<file path="config.mk">
export PLATFORM = sky130hd
export DESIGN_NAME = rpn_stack_master
export DESIGN_NICKNAME = d
export VERILOG_FILES = /design/src/rtl/rpn_stack_master.sv
export SDC_FILE = /design/constraint.sdc
export NUM_CORES = 1
export LEC_CHECK = 0
export ABC_CLOCK_PERIOD_IN_PS = 5700
export CAP_MARGIN = 20
export CORE_MARGIN = 8
export CORE_UTILIZATION = 55
export DETAILED_ROUTE_END_ITERATION = 10
export GPL_TIMING_DRIVEN = 0
export MAX_ROUTING_LAYER = met4
export PLACE_DENSITY = 0.84
export SLEW_MARGIN = 20
export SYNTH_ARGS = -nofsm -noshare
export SYNTH_HDL_FRONTEND = slang
export SYNTH_SLANG_ARGS = --single-unit
</file>
<file path="constraint.sdc">
create_clock -name clk -period 5.7 [get_ports clk]
set_input_delay 1.14 -clock clk [delete_from_list [all_inputs] [get_ports clk]]
set_output_delay 1.14 -clock clk [all_outputs]
set_load 0.01 [all_outputs]
</file>
<file path="src/rtl/rpn_stack_master.sv">
// rpn_stack_master: postfix (RPN) integer evaluator that owns all traffic to an
// external LIFO stack. Operands are pushed, and each operator pops B then A,
// computes A op B and pushes the result. "=" pops the top word and presents it
// as the result.
//
// Optional build macro RPN_OVF_DETECT_EN: when defined, EXEC evaluates at full
// precision and raises error code 3 on signed overflow instead of wrapping.
//
// Handshakes: a token transfers on a rising edge where tok_valid && tok_ready,
// and a result transfers where res_valid && res_ready. A valid is held with
// stable data until its transfer, and a ready may depend combinationally on
// the current state only.
module rpn_stack_master #(
  parameter int WIDTH = 8
) (
  input  logic             clk,
  input  logic             rst,
  input  logic             tok_valid,
  output logic             tok_ready,
  input  logic             tok_is_op,
  input  logic [WIDTH-1:0] tok_data,
  output logic             res_valid,
  input  logic             res_ready,
  output logic [WIDTH-1:0] res_data,
  output logic             err,
  output logic [1:0]       err_code,
  output logic             stk_push,
  output logic             stk_pop,
  output logic [WIDTH-1:0] stk_wdata,
  input  logic [WIDTH-1:0] stk_rdata,
  input  logic             stk_full,
  input  logic             stk_empty,
  output logic [3:0]       dbg_state
);

  typedef enum logic [3:0] {
    S_IDLE      = 4'd0,
    S_PUSH_OPND = 4'd1,
    S_POP_B     = 4'd2,
    S_POP_A     = 4'd3,
    S_EXEC      = 4'd4,
    S_PUSH_R    = 4'd5,
    S_POP_R     = 4'd6,
    S_EMIT      = 4'd7,
    S_ERR       = 4'd8
  } state_t;

  localparam logic [1:0] OP_ADD = 2'd0;
  localparam logic [1:0] OP_SUB = 2'd1;
  localparam logic [1:0] OP_MUL = 2'd2;
  localparam logic [1:0] OP_EQ  = 2'd3;

`ifdef RPN_OVF_DETECT_EN
  localparam int FW = 2 * WIDTH;
`else
  localparam int FW = WIDTH;
`endif

  state_t           state_q, state_d;
  logic [WIDTH-1:0] a_q, a_d;
  logic [WIDTH-1:0] b_q, b_d;
  logic [WIDTH-1:0] r_q, r_d;
  logic [1:0]       op_q, op_d;
  logic [WIDTH-1:0] res_q, res_d;
  logic [1:0]       code_q, code_d;

  logic signed [FW-1:0] a_x, b_x, full;

  // Operands widened to the evaluation width (sign-extended when checking overflow).
`ifdef RPN_OVF_DETECT_EN
  assign a_x = {{WIDTH{a_q[WIDTH-1]}}, a_q};
  assign b_x = {{WIDTH{b_q[WIDTH-1]}}, b_q};
`else
  assign a_x = a_q;
  assign b_x = b_q;
`endif

  // Arithmetic unit: A is the deeper operand, so SUB yields A - B.
  always_comb begin
    full = '0;
    case (op_q)
      OP_ADD:  full = a_x + b_x;
      OP_SUB:  full = a_x - b_x;
      OP_MUL:  full = a_x * b_x;
      default: full = '0;
    endcase
  end

  // State and datapath registers with synchronous reset.
  always_ff @(posedge clk) begin
    if (rst) begin
      state_q <= S_IDLE;
      a_q     <= '0;
      b_q     <= '0;
      r_q     <= '0;
      op_q    <= OP_ADD;
      res_q   <= '0;
      code_q  <= 2'd0;
    end else begin
      state_q <= state_d;
      a_q     <= a_d;
      b_q     <= b_d;
      r_q     <= r_d;
      op_q    <= op_d;
      res_q   <= res_d;
      code_q  <= code_d;
    end
  end

  // Next-state, datapath updates and stack strobes.
  always_comb begin
    state_d   = state_q;
    a_d       = a_q;
    b_d       = b_q;
    r_d       = r_q;
    op_d      = op_q;
    res_d     = res_q;
    code_d    = code_q;
    tok_ready = 1'b0;
    stk_push  = 1'b0;
    stk_pop   = 1'b0;
    case (state_q)
      S_IDLE: begin
        tok_ready = 1'b1;
        if (tok_valid) begin
          if (tok_is_op) begin
            op_d    = tok_data[1:0];
            state_d = (tok_data[1:0] == OP_EQ) ? S_POP_R : S_POP_B;
          end else begin
            r_d     = tok_data;
            state_d = S_PUSH_OPND;
          end
        end
      end
      S_PUSH_OPND: begin
        if (stk_full) begin
          code_d  = 2'd2;
          state_d = S_ERR;
        end else begin
          stk_push = 1'b1;
          state_d  = S_IDLE;
        end
      end
      S_POP_B: begin
        if (stk_empty) begin
          code_d  = 2'd1;
          state_d = S_ERR;
        end else begin
          stk_pop = 1'b1;
          b_d     = stk_rdata;
          state_d = S_POP_A;
        end
      end
      S_POP_A: begin
        if (stk_empty) begin
          code_d  = 2'd1;
          state_d = S_ERR;
        end else begin
          stk_pop = 1'b1;
          a_d     = stk_rdata;
          state_d = S_EXEC;
        end
      end
      S_EXEC: begin
        r_d     = full[WIDTH-1:0];
        state_d = S_PUSH_R;
`ifdef RPN_OVF_DETECT_EN
        if (full != {{WIDTH{full[WIDTH-1]}}, full[WIDTH-1:0]}) begin
          code_d  = 2'd3;
          state_d = S_ERR;
        end
`endif
      end
      S_PUSH_R: begin
        // Two words were just popped, so the stack has room.
        stk_push = 1'b1;
        state_d  = S_IDLE;
      end
      S_POP_R: begin
        if (stk_empty) begin
          code_d  = 2'd1;
          state_d = S_ERR;
        end else begin
          stk_pop = 1'b1;
          res_d   = stk_rdata;
          state_d = S_EMIT;
        end
      end
      S_EMIT: begin
        if (res_ready) state_d = S_IDLE;
      end
      S_ERR: begin
        state_d = S_ERR;
      end
      default: state_d = S_IDLE;
    endcase
    // Nothing leaves the block while reset is held.
    if (rst) begin
      tok_ready = 1'b0;
      stk_push  = 1'b0;
      stk_pop   = 1'b0;
    end
  end

  assign stk_wdata = r_q;
  assign res_valid = (state_q == S_EMIT);
  assign res_data  = res_q;
  assign err       = (state_q == S_ERR);
  assign err_code  = code_q;
  assign dbg_state = state_q;

endmodule

</file>
==> impl_metrics.yaml, run 1 <==
floorplan:
  dieArea_mm2: 0.00848
  die_y_um: 92.1
  die_w_um: 92.1
  core_mm2: 0.00554
  io_pins: 50
  initial_core_util: 0.575
  rows: 27
worst_setup_path:
  worstPathMaxFanout: 10
  path_buf_inv: 4
  cp-start-kind: "register"
  crit_chain: "clkbuf_1 > nand2_1 > fa_1 > fa_1 > inv_1 > ha_1 > inv_1 > fa_1 > inv_1 > ha_1 > a21o_1 > a21oi_2 > xnor3_1 > xnor3_1 > a21oi_1 > a211oi_2"
  critPathArrivalTime_ps: 4700
  path_class: "register to register"
  required_ps: 5880
  cp_slowest_stage_delay_ps: 550
  end_kind: "register"
  slowest_stage: "fa_1"
  crit_family: "adder cells"
  r2r_slack_ps: 1180
placed_design:
  port-buffer-count: 48
  dp.cells: 508
  post-place-ws_ps: 1170
  routabilityCongestion: 0.901
  dp_hpwl_um: 6120
logic_synthesis:
  synth_edf_count: 0
  postSynthCellCount: 388
  avgSynthCellArea_um2: 8.21
  yosysTopAreaCell: "dfxtp_1"
  synthesis.nets: 452
  synth_area_mm2: 0.00319
  synthTopCellsByArea: "dfxtp_1 (25%), ha_1 (11%), fa_1 (8.2%)"
  synth-seq-area-share: 0.251
  ys_ff_latch: 40
  synthDistinctLibCells: 52
  synth_top_area_frac: 0.251
  synth_ff_type: "dfxtp_1"
  async_flop_share: 0
  yosysWarningCount: 0
sta:
  finalSetupTns_ps: 0
  hold_viol_final: 0
  setup_viol: 0
  fin_crit_ps: 4520
  fin_skew_ps: 11.0
  max_freq_mhz: 221
  slew_viol_final: 0
  setup_ws_ps: 1180
  maxSlewHeadroom: 0.520
  final.period_utilization: 0.793
  worstMarginPinSlew_ps: 715
  hold_ws_ps: 457
  grt_setup_unrepaired: "no"
clocking:
  numCtsBuffers: 5
  path_clk_slew_ps: 80
  htreeDepth: 2
  postCtsSetupRepairBufs: 0
  worstSkewPairLatency_ps: 290
  cts_hold_buf: 0
  clockRootBuffer: "clkbuf_8"
  cts.path.max_buffers: 2
  cts.sinks: 40
  cts-resized-gates: 0
  tritoncts: "yes"
cells_and_area:
  multi_input_area_mm2: 0.00217
  syn_to_final_growth_pct: 20.3
  layoutNonFillerInstCount: 515
  fillers: 460
  fin_nets: 507
  drive_above_1_share: 0.0632
  n_antenna_cell: 0
  seq_area_um2: 801
hold_path:
  hp-class: "register to register"
route:
  drt_iter0_drc: 187
  drc: 0
  routed_wl_um: 7780
  wl_per_cell_um: 15.1
  ant_nets: 0
  drt_pass1_iterations: 4
  vias: 2829
  vias_per_cell: 5.49
global_routing:
  grt_pass1_wl_um: 13500
  grt_usage: 0.195
  grt_pass1_vias: 3011
  antenna_found_initial: 0
  grt_overflow: 0
  grt_max_degree: 12
power_and_ir_drop:
  p_per_area_mw_per_mm2: 196
  peakVddDrop_v: 0.000152
  totalPowerFinal_uw: 753
  p_leak_uw: 0.00164
flow_run:
  drv_cap: 0
run_status:
  status: "completed"
==> final timing paths <==
| path | startpoint | to | depth (start not counted) |
|---|---|---|---|
| worst max-delay path | b_q[3] | stk_wdata[7] | 16 |
| worst min-delay path | stk_wdata[4] | stk_wdata[4] | 2 |
| worst max register to register | b_q[3] | stk_wdata[7] | 16 |
| worst min register to register | stk_wdata[4] | stk_wdata[4] | 2 |
==> cell type report <==
class                           instances  share of cell area
Buffer                                 20              0.0251
Clock buffer                            6              0.0189
Clock inverter                          1             0.00131
Inverter                               31              0.0304
Multi-Input combinational cell        297               0.567
Sequential cell                        40               0.209
Tap cell                               72              0.0235
Timing Repair Buffer                   48               0.125
==> cells by family after synthesis <==
logic type / synth area share
AOI/OAI and AO/OA: 0.119
DFF: 0.251
adders and majority gates: 0.192
and+or+nand+nor: 0.240
xor gates and xnor gates: 0.0715
muxes: 0.0601
buffers and inverters: 0.0668
==> layer usage <==
| metal | vias up | GRT usage | share of wire | wire length, µm |
|---|---|---|---|---|
| met5 | - | - | 0 | 0 |
| met4 | 0 | 0.0564 | 0.018 | 143 |
| met3 | 17 | 0.0342 | 0.039 | 306 |
| met2 | 67 | 0.325 | 0.48 | 3770 |
| met1 | 1332 | 0.234 | 0.46 | 3560 |
| li1 | 1413 | - | - | - |
==> power breakdown <==
part	leakage [µW]	internal (µW)	switching [µW]	total, µW
combinational	0.00127	125	143	268
clock	0.0000410	83.2	92.8	176
sequential	0.000324	295	13.7	309
total	0.00164	504	249	753
==> cells in the final DEF (no fill, tap or decap), types with 4 or more instances in the layout <==
cell	instances
a21oi_1	25
a31oi_1	4
and2_1	11
and2_2	5
buf_2	5
clkbuf_1	13
clkbuf_8	5
clkdlybuf4s50_1	48
dfxtp_1	40
fa_1	13
ha_1	28
inv_1	31
mux2i_1	18
nand2_1	35
nand3_1	10
nor2_1	51
nor2b_1	7
nor3_1	13
nor4_1	4
o21a_1	4
o21ai_0	4
o21ai_1	5
xnor2_1	17
==> Yosys cell counts (5+ instances only) <==
cell type / instances
xnor2_1: 17
ha_1: 28
nor3_1: 13
dfxtp_1: 40
fa_1: 13
o21ai_1: 5
inv_1: 31
and2_2: 5
nand3_1: 10
and2_1: 11
clkbuf_1: 12
nand2_1: 35
nor2b_1: 7
a21oi_1: 25
mux2i_1: 18
nor2_1: 51
buf_2: 5
==> flip-flops by register name, summed over array words and instances (netlist names) <==
| register | cells |
|---|---|
| stk_wdata | 8 |
| b_q | 8 |
| a_q | 8 |
| dbg_state | 4 |
| err_code | 2 |
| op_q | 2 |
| res_data | 8 |
==> worst register-to-register path, cell delays in order (launching register included) <==
cell and delay (ps):
dfxtp_1 310, clkbuf_1 390, nand2_1 140, fa_1 440, fa_1 550, inv_1 40
ha_1 280, inv_1 50, fa_1 530, inv_1 70, ha_1 290, a21o_1 170
a21oi_2 130, xnor3_1 380, xnor3_1 380, a21oi_1 180, a211oi_2 90
==> per-stage QoR <==
step / util / cell area, µm²
2_1_floorplan: - / 3190
3_3_place_gp: 0.678 / 3760
3_5_place_dp: 0.678 / 3760
4_1_cts: 0.692 / 3830
5_1_grt: 0.692 / 3830
6_report: 0.692 / 3830
Note: power is estimated with default switching activity, not from simulation.
==> run 2, diff against run 1 <==
ABC_CLOCK_PERIOD_IN_PS = 4700   (was 5700)
clock period = 4.7 ns   (was 5.7 ns; I/O delays follow)
==> run 2 against run 1 <==
Effect of this change: combinational power grew 20%; die area is the same; total power grew 22%; register-to-register slack lost 860 ps; highest routed layer unchanged.
==> impl_metrics.yaml, run 2 (synthesis gave the netlist of run 1 again) <==
run_status:
  status: "completed"
power_and_ir_drop:
  clockPowerShare: 0.236
  p_sw_uw: 304
  p_int_uw: 611
  p_per_area_mw_per_mm2: 239
  seqPwrFrac: 0.412
  peakVddDrop_v: 0.000185
  switching_share: 0.333
  combPwrFrac: 0.352
  p_leak_uw: 0.00164
cells_and_area:
  n_antenna_cell: 0
  layoutNonFillerInstCount: 513
  syn_to_final_growth_pct: 20.1
  final_cell_mix: "nor2_1 (51), clkdlybuf4s50_1 (48), dfxtp_1 (40)"
  final_common_cell: "nor2_1"
  fin_nets: 505
  drive_above_1_share: 0.0635
worst_setup_path:
  critPathArrivalTime_ps: 4560
  path_class: "register to register"
  end_kind: "register"
  required_ps: 4880
  worstPathMaxFanout: 10
  cp-start-kind: "register"
sta:
  max_freq_mhz: 228
  grt_setup_unrepaired: "no"
  slew_viol_final: 0
  hold_viol_final: 0
  final.period_utilization: 0.932
  setup_viol: 0
  fin_crit_ps: 4380
  fin_skew_ps: 8.39
  worstMarginPinSlew_ps: 717
  finalSetupTns_ps: 0
  maxSlewHeadroom: 0.519
flow_run:
  drv_cap: 0
clocking:
  postCtsSetupRepairBufs: 0
  clockRootBuffer: "clkbuf_8"
  htreeDepth: 2
  path_clk_slew_ps: 80
  tritoncts: "yes"
  cts.path.max_buffers: 2
  worstSkewPairLatency_ps: 290
  cts_hold_buf: 0
  numCtsBuffers: 5
  cts-resized-gates: 0
  cts.sinks: 40
route:
  met3_length_um: 339
  vias_per_cell: 5.56
  met1_length_um: 3550
  dr_wl_met2_um: 3800
  wl_per_cell_um: 15.2
  drc: 0
  vias: 2853
  routed_wl_um: 7810
  drt_pass1_iterations: 4
  topRoutingLayerUsed: "met4"
  drt_iter0_drc: 167
  ant_nets: 0
placed_design:
  dp_hpwl_um: 6120
  routabilityCongestion: 0.901
  dp.cells: 508
  port-buffer-count: 48
floorplan:
  initial_core_util: 0.575
  die_w_um: 92.1
  io_pins: 50
  core_mm2: 0.00554
  die_y_um: 92.1
  rows: 27
  dieArea_mm2: 0.00848
global_routing:
  antenna_found_initial: 0
  grt_pass1_wl_um: 13500
  grt_pass1_vias: 3011
  grt_max_degree: 12
  grt_usage: 0.195
  grt_overflow: 0
hold_path:
  hp-class: "register to register"
-- run 2: layout make-up --
| cell class | instances | area (µm²) |
|---|---|---|
| plain buffers | 18 | 88.8 |
| clock buffers | 6 | 72.6 |
| clock inverters | 1 | 5.00 |
| fillers | 460 | 1710 |
| inverters | 31 | 116 |
| multi-input cells | 297 | 2170 |
| flip-flops and latches | 40 | 801 |
| well taps | 72 | 90.1 |
| repair buffers | 48 | 480 |
-- run 2: worst paths after layout --
path,slack [ps],from,cells past startpoint,endpoint
worst max-delay path,320,b_q[3],15,stk_wdata[7]
worst min-delay path,460,stk_wdata[4],2,stk_wdata[4]
worst max register to register,320,b_q[3],15,stk_wdata[7]
worst min register to register,460,stk_wdata[4],2,stk_wdata[4]
-- run 2: worst max-delay path, cell delays in order (launching register included) --
cell and delay, ps:
dfxtp_1 570, nand2_1 130, fa_1 440, fa_1 550, inv_1 40, ha_1 280
inv_1 50, fa_1 530, inv_1 70, ha_1 290, a21o_1 170, a21oi_2 130
xnor3_1 380, xnor3_1 380, a21oi_1 180, a211oi_2 90
-- run 2: metal layers --
metal | track usage | vias up
met5 | - | -
met4 | 0.0564 | 0
met3 | 0.0342 | 14
met2 | 0.325 | 76
met1 | 0.234 | 1352
li1 | - | 1411
-- run 2: per-stage QoR --
| stage | setup slack (ps) | total power, µW | hold slack [ps] | util | instance area, µm² |
|---|---|---|---|---|---|
| after floorplan | 504 | 597 | 476 | - | 3190 |
| after global placement | 216 | 696 | 439 | 0.678 | 3760 |
| after detailed placement | 167 | 702 | 445 | 0.678 | 3760 |
| after CTS | 157 | 918 | 457 | 0.692 | 3830 |
| after global routing | 133 | 969 | 477 | 0.691 | 3830 |
| final | 319 | 915 | 457 | 0.691 | 3830 |
-- run 2: power groups by stage --
stage,Combinational (µW),Sequential (µW),Clock (µW)
after floorplan,212,386,0
after global placement,314,382,0
after detailed placement,320,383,0
after CTS,324,375,219
after global routing,358,380,231
final,322,377,216
